<file path="config.mk">
export PLATFORM = sky130hd
export DESIGN_NAME = conv_sequencer
export DESIGN_NICKNAME = d
export VERILOG_FILES = /design/src/rtl/cnnip_pkg.sv /design/src/rtl/conv_loop_counter.sv /design/src/rtl/conv_sequencer.sv
export SDC_FILE = /design/constraint.sdc
export NUM_CORES = 1
export LEC_CHECK = 0
export BUFFER_PORTS_ARGS = -buffer_cell sky130_fd_sc_hd__clkbuf_2
export CAP_MARGIN = 30
export CORE_AREA = 2 2 102 104
export CTS_BUF_LIST = sky130_fd_sc_hd__clkbuf_4 sky130_fd_sc_hd__clkbuf_8
export DETAILED_ROUTE_END_ITERATION = 7
export DIE_AREA = 0 0 104 106
export HOLD_SLACK_MARGIN = 0.05
export PLACE_DENSITY = 0.63
export SLEW_MARGIN = 20
export SYNTH_ARGS = -nofsm -noshare
export SYNTH_HDL_FRONTEND = slang
export SYNTH_SLANG_ARGS = --single-unit
</file>
<file path="constraint.sdc">
create_clock -name clk_a -period 12.2 [get_ports clk_a]
set_clock_uncertainty 0.2 [all_clocks]
set_input_delay 1.22 -clock clk_a [delete_from_list [all_inputs] [get_ports clk_a]]
set_output_delay 1.22 -clock clk_a [all_outputs]
set_load 0.005 [all_outputs]
</file>
<file path="src/rtl/cnnip_pkg.sv">
// -----------------------------------------------------------------------------
// cnnip_pkg
// Shared definitions for the CNN IP: row/kernel counter widths, the
// convolution sequencer FSM state type and the padded-height helper.
// No ports (package).
// -----------------------------------------------------------------------------
package cnnip_pkg;

   localparam int unsigned ROW_W = 10;  // row coordinates in padded space
   localparam int unsigned KN_W  = 8;   // kernel size / kernel count / kernel index

   typedef enum logic [2:0] {
      StIdle  = 3'd0,
      StCheck = 3'd1,
      StIssue = 3'd2,
      StWait  = 3'd3,
      StDone  = 3'd4
   } seq_state_e;

   // Padded height P = ifmap + 2*(K>>1) when padding is enabled.
   function automatic logic [ROW_W-1:0] padded_height(input logic [ROW_W-1:0] ifmap,
                                                      input logic [KN_W-1:0]  k,
                                                      input logic             pad_en);
      logic [ROW_W-1:0] pad;
      pad = pad_en ? ROW_W'(k >> 1) : '0;
      return ifmap + (pad << 1);
   endfunction

endpackage

</file>
<file path="src/rtl/conv_loop_counter.sv">
// -----------------------------------------------------------------------------
// conv_loop_counter
// Walks the (kernel, row) job space of one convolution command and flags the
// final job.
// Ports:
//   clk_a, arstz_aq     clock / async active-low reset
//   clear               restart at kernel 0, row 0
//   advance             step to the next job (current job finished)
//   cfg_k, cfg_n        latched kernel height K and kernel count N
//   cfg_s, cfg_p        latched stride S and padded height P
//   kernel, row_base,   current job coordinates
//   out_row
//   last                current job is the final one of the command
// -----------------------------------------------------------------------------
module conv_loop_counter
   import cnnip_pkg::*;
(
   input  logic             clk_a,
   input  logic             arstz_aq,
   input  logic             clear,
   input  logic             advance,
   input  logic [KN_W-1:0]  cfg_k,
   input  logic [KN_W-1:0]  cfg_n,
   input  logic [1:0]       cfg_s,
   input  logic [ROW_W-1:0] cfg_p,
   output logic [KN_W-1:0]  kernel,
   output logic [ROW_W-1:0] row_base,
   output logic [ROW_W-1:0] out_row,
   output logic             last
);

   logic [KN_W-1:0]  kernel_q;
   logic [ROW_W-1:0] row_base_q;
   logic [ROW_W-1:0] out_row_q;
   logic [ROW_W-1:0] next_end;
   logic             row_wrap;

   // Bottom edge (exclusive) of the window one stride further down; if it
   // falls outside the padded map this kernel has no more rows.
   assign next_end = row_base_q + ROW_W'(cfg_s) + ROW_W'(cfg_k);
   assign row_wrap = next_end > cfg_p;

   always_ff @(posedge clk_a or negedge arstz_aq) begin
      if (!arstz_aq) begin
         kernel_q   <= '0;
         row_base_q <= '0;
         out_row_q  <= '0;
      end else if (clear) begin
         kernel_q   <= '0;
         row_base_q <= '0;
         out_row_q  <= '0;
      end else if (advance) begin
         if (row_wrap) begin
            row_base_q <= '0;
            out_row_q  <= '0;
            kernel_q   <= kernel_q + KN_W'(1);
         end else begin
            row_base_q <= row_base_q + ROW_W'(cfg_s);
            out_row_q  <= out_row_q + ROW_W'(1);
         end
      end
   end

   assign kernel   = kernel_q;
   assign row_base = row_base_q;
   assign out_row  = out_row_q;
   assign last     = row_wrap && (kernel_q == (cfg_n - KN_W'(1)));

endmodule

</file>
<file path="src/rtl/conv_sequencer.sv">
// -----------------------------------------------------------------------------
// conv_sequencer
// Turns a software start command into a stream of row jobs for the PE array,
// one outstanding job at a time, then reports completion status.
// Ports:
//   clk_a, arstz_aq        clock / async active-low reset
//   CMD_START              start level (acts on its rising edge only)
//   MODE_KERNEL_SIZE/NUMS  kernel height K / kernel count N
//   MODE_STRIDE            row stride S
//   MODE_PADDING           pad K>>1 rows top and bottom
//   CMD_DONE               completion status (1 ok, 0 config error)
//   CMD_DONE_VALID         one-cycle strobe qualifying CMD_DONE
//   job_valid/job_ready    row job handshake
//   job_kernel, job_row_base, job_out_row, job_last   job fields
//   row_done               accepted job finished
//   busy                   command in progress
// -----------------------------------------------------------------------------
module conv_sequencer
   import cnnip_pkg::*;
#(
   parameter int unsigned IFMAP_SIZE = 32
) (
   input  logic             clk_a,
   input  logic             arstz_aq,
   input  logic             CMD_START,
   input  logic [7:0]       MODE_KERNEL_SIZE,
   input  logic [7:0]       MODE_KERNEL_NUMS,
   input  logic [1:0]       MODE_STRIDE,
   input  logic             MODE_PADDING,
   output logic             CMD_DONE,
   output logic             CMD_DONE_VALID,
   output logic             job_valid,
   input  logic             job_ready,
   output logic [KN_W-1:0]  job_kernel,
   output logic [ROW_W-1:0] job_row_base,
   output logic [ROW_W-1:0] job_out_row,
   output logic             job_last,
   input  logic             row_done,
   output logic             busy
);

   seq_state_e       state_q;
   logic             start_q;
   logic [KN_W-1:0]  cfg_k_q;
   logic [KN_W-1:0]  cfg_n_q;
   logic [1:0]       cfg_s_q;
   logic [ROW_W-1:0] cfg_p_q;
   logic             job_valid_q;
   logic             done_q;
   logic             done_valid_q;
   logic             busy_q;

   logic [ROW_W-1:0] chk_p;
   logic             cfg_err;
   logic             ctr_clear;
   logic             ctr_advance;
   logic             ctr_last;

   // Config is judged straight from the mode inputs in CHECK, the same cycle
   // it is latched.
   assign chk_p   = padded_height(ROW_W'(IFMAP_SIZE), MODE_KERNEL_SIZE, MODE_PADDING);
   assign cfg_err = (MODE_KERNEL_SIZE == '0) || (MODE_KERNEL_NUMS == '0) ||
                    (MODE_STRIDE == '0) || (ROW_W'(MODE_KERNEL_SIZE) > chk_p);

   assign ctr_clear   = (state_q == StCheck);
   assign ctr_advance = (state_q == StWait) && row_done;

   always_ff @(posedge clk_a or negedge arstz_aq) begin
      if (!arstz_aq) begin
         state_q      <= StIdle;
         start_q      <= 1'b0;
         cfg_k_q      <= '0;
         cfg_n_q      <= '0;
         cfg_s_q      <= '0;
         cfg_p_q      <= '0;
         job_valid_q  <= 1'b0;
         done_q       <= 1'b0;
         done_valid_q <= 1'b0;
         busy_q       <= 1'b0;
      end else begin
         start_q      <= CMD_START;
         done_valid_q <= 1'b0;
         unique case (state_q)
            StIdle: begin
               if (CMD_START && !start_q) begin
                  state_q <= StCheck;
                  busy_q  <= 1'b1;
               end
            end
            StCheck: begin
               cfg_k_q <= MODE_KERNEL_SIZE;
               cfg_n_q <= MODE_KERNEL_NUMS;
               cfg_s_q <= MODE_STRIDE;
               cfg_p_q <= chk_p;
               if (cfg_err) begin
                  state_q      <= StDone;
                  done_q       <= 1'b0;
                  done_valid_q <= 1'b1;
               end else begin
                  state_q     <= StIssue;
                  job_valid_q <= 1'b1;
               end
            end
            StIssue: begin
               if (job_ready) begin
                  state_q     <= StWait;
                  job_valid_q <= 1'b0;
               end
            end
            StWait: begin
               // Counters still describe the finished job here, so ctr_last
               // tells whether it was the final one.
               if (row_done) begin
                  if (ctr_last) begin
                     state_q      <= StDone;
                     done_q       <= 1'b1;
                     done_valid_q <= 1'b1;
                  end else begin
                     state_q     <= StIssue;
                     job_valid_q <= 1'b1;
                  end
               end
            end
            StDone: begin
               state_q <= StIdle;
               busy_q  <= 1'b0;
            end
            default: begin
               state_q <= StIdle;
            end
         endcase
      end
   end

   conv_loop_counter u_loop (
      .clk_a    (clk_a),
      .arstz_aq (arstz_aq),
      .clear    (ctr_clear),
      .advance  (ctr_advance),
      .cfg_k    (cfg_k_q),
      .cfg_n    (cfg_n_q),
      .cfg_s    (cfg_s_q),
      .cfg_p    (cfg_p_q),
      .kernel   (job_kernel),
      .row_base (job_row_base),
      .out_row  (job_out_row),
      .last     (ctr_last)
   );

   assign job_last       = ctr_last;
   assign job_valid      = job_valid_q;
   assign CMD_DONE       = done_q;
   assign CMD_DONE_VALID = done_valid_q;
   assign busy           = busy_q;

endmodule

</file>
Yosys cells after proc, flatten, opt, wreduce, memory -nomap -nowiden:

Index checks and enable logic that the tools add are counted.

* flip-flop bits (word level): 64
* output and inout bits: 33
* word-level logic and storage cells: 85

* add/sub/neg operators: 6
* $lt $le $gt $ge: 2
* equality and inequality tests: 12
* muxes and demuxes: 31
* reductions and logical operators: 21

Operators by type and width (number)
* 2-to-1 mux 10 bit: 6
* 2-to-1 mux 8 bit: 3
* logical NOT 8 bit: 2
* 2-to-1 mux 3 bit: 5
* != test 2 bit, second input constant: 7
* one-hot mux 3 bit (4 select lines): 1
* 2-to-1 mux 1 bit: 11
* adder 10 x 1 -> 10 bit, second input constant: 1
* adder 10 x 2 -> 10 bit: 1
* adder 10 x 8 -> 10 bit: 1
* > comparator 10 bit: 1
* adder 6 x 8 -> 9 bit, first input constant: 1
* > comparator 8 x 9 -> 1 bit: 1
* adder 8 x 1 -> 8 bit, second input constant: 1
* == test 8 bit: 1
* nonzero test 2 bit: 4
* subtractor 8 x 1 -> 8 bit, second input constant: 1
* 2-to-1 mux 7 bit: 1
* == test 3 x 2 -> 1 bit, second input constant: 2
* one-hot mux 1 bit (2 select lines): 3
* AND reduction 5 bit: 1
* AND reduction 2 bit: 2
* AND reduction 4 bit: 1
* == test 3 x 1 -> 1 bit, second input constant: 1
* 9 further kinds: 13

Depth between registers and ports, before layout:

* depth after elaboration: 7
* mapped depth: 21

Modules after synthesis:

Synthesis repeated with hierarchy kept, for this count alone.

* cell total of the unflattened synthesis: 432
* area total of the unflattened synthesis: 3816.2 um^2

By module, submodules not included
* conv_loop_counter: times used 1, cells each 267, area an instance 2316.0 um^2, sequential area each 700.7 um^2
* conv_sequencer: times used 1, cells each 165, area an instance 1500.2 um^2, sequential area each 850.8 um^2

Least setup slack after synthesis:

No wires, ideal clock.

* path type: reg2out
* start point: register u_loop.row_base_q[0], in the netlist u_loop.row_base[0]
* end point: output job_last
* arrival: 4197 ps
* required time: 10780 ps
* setup slack: 6583 ps
* stages on the path, launching flop included: 20
* buffers on the path: 0
* cells stage by stage: dfrtp_1 -> ha_1 -> fa_1 -> and2b_1 -> or2_2 -> ha_1 -> a21o_1 -> a21oi_1 -> o21bai_1 -> a21oi_1 -> o21ai_0 -> xnor2_1 -> ha_1 -> and4_1 -> nand4_1 -> nor2_1 -> o32a_1 -> nor3_2 -> nand4b_1 -> inv_1

* longest elaborated chain between the ends: 4

Ends and longest elaborated chain
* start: declaration: RTL line conv_loop_counter.sv:33 `logic [ROW_W-1:0] row_base_q;`
* start signal: assignment: RTL line conv_loop_counter.sv:58 `row_base_q <= row_base_q + ROW_W'(cfg_s);`
* adder 10 x 2 -> 10 bit: RTL line conv_loop_counter.sv:40 `assign next_end = row_base_q + ROW_W'(cfg_s) + ROW_W'(cfg_k);`
* adder 10 x 8 -> 10 bit: RTL line conv_loop_counter.sv:40
* > comparator 10 bit: RTL line conv_loop_counter.sv:41 `assign row_wrap = next_end > cfg_p;`
* logical AND 1 bit: RTL line conv_loop_counter.sv:67 `assign last = row_wrap && (kernel_q == (cfg_n - KN_W'(1)));`
* end: declaration: RTL line conv_sequencer.sv:37 `output logic job_last,`

No other way between the ends.

Worst setup path in the final report:

Same ends and word-level chain as after synthesis.

==> results.txt <==
- Top cell family by delay on the critical path: simple AND/OR/NAND/NOR gates
- Peak clock frequency supported by timing: 0.1459 GHz
- Antenna diode count: 0
- Initial Utilization: 38.45%
- The run finished with clean final reports.
- Post-CTS setup buffer count: 0
- Yosys warning count: 0
* Clock tree from TritonCTS: built
* Final Slew Violations: 0
* Critical path startpoint category: flip-flop
* Vias per cell: 5.216
- The final hold violation count was 0.
* Capture endpoint of the worst hold path: cfg_p_q[5]
* Sequential cell area fraction in the yosys report: 40.35%
- The clock passes through at most 2 buffers.
- Tot GR Track Use: 17.83%
- The via count of the first global-routing pass is 3195.
- The worst register-to-register path has a depth of 19.
- In the layout the commonest cells are sky130_fd_sc_hd__nand2_1 (96), sky130_fd_sc_hd__dfrtp_1 (62), sky130_fd_sc_hd__clkbuf_2 (56).
- After Yosys synthesis, and, or, nand and nor cells account for 24.41% of the synthesized area.
- Setup violations remaining at the end of the flow were counted as 0.
* Number of nets in the layout: 548
* Dominant combinational cell family by area after synthesis: simple AND/OR/NAND/NOR gates
- Setup repair after global routing left no endpoint under its margin.
* Slowest stage cell on the critical path: sky130_fd_sc_hd__nor3_2
- The number of clock buffers added by TritonCTS is 9.
- # hold bufs at CTS: 0
* Residual overflow from global routing: 0
* Die height: 106 µm
- Time the worst path needs with I/O delays and setup: 6.854 ns
* Post-detailed-placement half-perimeter wirelength: 6716 µm
- Worst path cell trace: ha_1, fa_1, and2b_1, or2_2, ha_1, a21o_1, a21oi_1, o21bai_1, a21oi_1, o21ai_0, xnor2_1, ha_1, and4_1, nand4_1, nor2_1, o32a_1, nor3_2, nand4b_1, inv_1, clkbuf_2
- In this run the worst path has a maximum fanout of 15.
- Max Cap Violations: 0
- The core region is 10000 µm².
* Worst hold path type: flip-flop to flip-flop
* Crit path largest cell delay: 0.66 ns
* Die area: 11020 µm²
- Setup Total Neg Slack: 0 ns
- Antenna-violating nets left: 0
* Post-synthesis average cell area: 8.738 µm²
- Leakage power: 2.214 nW
* Quantity of I/O buffers inserted on ports: 56
- Arr. time, crit path: 5.43 ns
* FF-to-FF End: u_loop.row_base[6]
* Synth Instances: 440
- The die is 104 µm wide.
- Clock root buffer master: sky130_fd_sc_hd__clkbuf_8
* Mux contribution to synthesized area: 1.074%
* Count of buffering cells on the critical path with inverters included: 2
- Dominant register cell in the synthesized netlist: sky130_fd_sc_hd__dfrtp_1
* Reg2Reg Setup Slack: 6.71 ns
- HP Start: cfg_p_q[5]
- Detailed routing inserted a total of 3333 vias.
- After detailed routing, the average wire length per cell comes to 14.59 µm.
* CP required: 10.78 ns
- Once the clock tree was built, the resizer swapped 0 gates to a different size.
* Number of enable flip-flop cells after synthesis: 0
- Along the worst hold path, the cell count comes to 2.
* First-pass GRT wire length: 15810 µm
- Tcrit/Tclk final: 56.18%
* Row count: 37
- Synthesized-area fraction occupied by ao, oa, aoi and oai cells: 15.98%
- Summed over all layers, the routed wires come to 9322 µm.
- Flop and latch count out of synthesis: 62
- Initial antenna violation count: 0
* Share of synthesized cell area in full adder, half adder and majority cells: 8.851%
- The worst-case IR drop observed on VDD is 0.00008491 V.
- The clock net in this run drives a total of 62 sinks.
- H-tree depth: 3
* Largest net degree at the start of global routing: 63
- Clock insertion delay at the later pin of the skew report: 0.35 ns
* Critical Path Sink Type: primary output
- The first TritonRoute pass finished after 5 iterations.
- Worst slew margin relative to its limit: 46.19%
- Post-Synth XOR/XNOR Area: 5.239%
- Type of the worst setup path: flip-flop to primary output
- IO Count: 57
- Leaving out fill and tap cells, the most frequent cell in the layout is sky130_fd_sc_hd__nand2_1.
- Routability congestion estimate: 0.8145
* Number of distinct library cells after synthesis: 60
- R2R Path Start: u_loop.row_base[0]
- Compared with the post-synthesis result, the final layout area differs by 17.31%.
- Clock transition at the register clock pins on the worst setup and hold paths after CTS: 0.08 ns
- Slew @ Worst Pin: 0.8072 ns
- Fraction of final layout cells sized beyond drive strength 1: 18.49%
* Post-Syn Area: 3845 µm²
- Counting every net in the synthesized netlist gives 490.
- Among the stages of the critical path, the cell type that occurs most often is sky130_fd_sc_hd__ha_1.
- After detailed routing, the number of remaining DRC violations is 0.
- Total power: 1.044 mW
* Detailed router's first-iteration violation count: 202
- Power density over the cells: 231.5 nW/µm²
- Counting flops with an async set or reset pin after synthesis yields a share of 100.0%.
==> logic make-up (layout without fill, tap and decap cells) <==
group,after synthesis,in the layout
buffers and inverters,36,99
adder cells (fa/ha/maj),26,26
XOR/XNOR,23,23
multiplexers,4,4
AND/OR/NAND/NOR,192,192
flip-flops,62,62
AO/OA/AOI/OAI,97,97
==> worst max-delay path by stage <==
stage	startpoint	to	cells after the start
after global placement	u_loop.row_base[0]	job_last	20
final	u_loop.row_base[0]	job_last	20
after CTS	u_loop.row_base[0]	job_last	20
after detailed placement	u_loop.row_base[0]	job_last	20
after global routing	u_loop.row_base[0]	job_last	19
after floorplan	u_loop.row_base[0]	job_last	19
==> through the flow <==
step           cell area (µm²)  hold slack [ns]  cells  worst slack (ns)  util, %
2_1_floorplan             3845           0.2453    440             6.583        -
3_3_place_gp              4239           0.2760    621             5.920    42.39
3_5_place_dp              4239           0.2868    621             5.752    42.39
4_1_cts                   4484           0.3040    637             5.339    44.84
5_1_grt                   4511           0.3408    639             4.989    45.11
6_report                  4511           0.2965    639             5.346    45.11
==> flip-flops by register name (all words and copies together), names as in the netlist <==
register	flops
u_loop.kernel	8
cfg_p_q	8
cfg_n_q	8
u_loop.row_base	10
CMD_DONE	1
u_loop.out_row	10
busy	1
start_q	1
cfg_k_q	8
CMD_DONE_VALID	1
cfg_s_q	2
job_valid	1
state_q	3
==> layout make-up <==
| class | count | area (µm²) |
|---|---|---|
| Clock buffer | 9 | 123.9 |
| Clock inverter | 7 | 121.4 |
| Fill cell | 999 | 5489 |
| Inverter | 23 | 86.33 |
| Multi-Input combinational cell | 342 | 2136 |
| Sequential cell | 62 | 1551 |
| Tap cell | 136 | 170.2 |
| Timing Repair Buffer | 60 | 321.6 |
==> Yosys cell counts, drive strengths merged, types with 3 or more instances <==
master	instances	area (µm²)
o31ai	4	30.03
nand4	6	37.54
nand2	96	360.4
clkbuf	8	30.03
o22ai	5	31.28
or3	5	31.28
dfrtp	62	1551
o21ai	35	175.2
ha	24	300.3
o21bai	3	22.52
and3	4	30.03
inv	23	86.33
mux2i	3	30.03
a21oi	20	103.9
or2	5	31.28
a22o	4	35.03
nor3b	3	22.52
nor4	5	46.29
nor3	4	25.02
xnor2	18	157.7
and2	5	31.28
nor2	20	77.58
xor2	5	43.79
a31oi	3	18.77
nor2b	5	31.28
a21o	5	38.79
nand2b	4	25.02
nand3	20	100.1
buf	5	41.29
==> power by group <==
| part | total, mW | switching [mW] | internal, mW |
|---|---|---|---|
| Sequential | 0.335 | 0.0670 | 0.268 |
| Combinational | 0.485 | 0.277 | 0.208 |
| Clock | 0.225 | 0.0879 | 0.137 |
| Total | 1.04 | 0.432 | 0.613 |
==> metal layers <==
metal  wire length, µm  vias up  global-route usage, %
li1                  -     1650                      -
met1              4184     1589                  22.99
met2              4571       83                  29.61
met3               385       11                  2.759
met4               180        0                  8.205
met5                 0        -                      0
==> worst register-to-register path: cells and delay by family (launching register included) <==
family                     cells  cell delay (ns)
adders and majority gates      4             1.30
DFF                            1             0.42
and+or+nand+nor                7             1.85
AOI/OAI and AO/OA              7             1.50
xor gates and xnor gates       1             0.14
No activity file was read; power rests on OpenSTA's default activity.
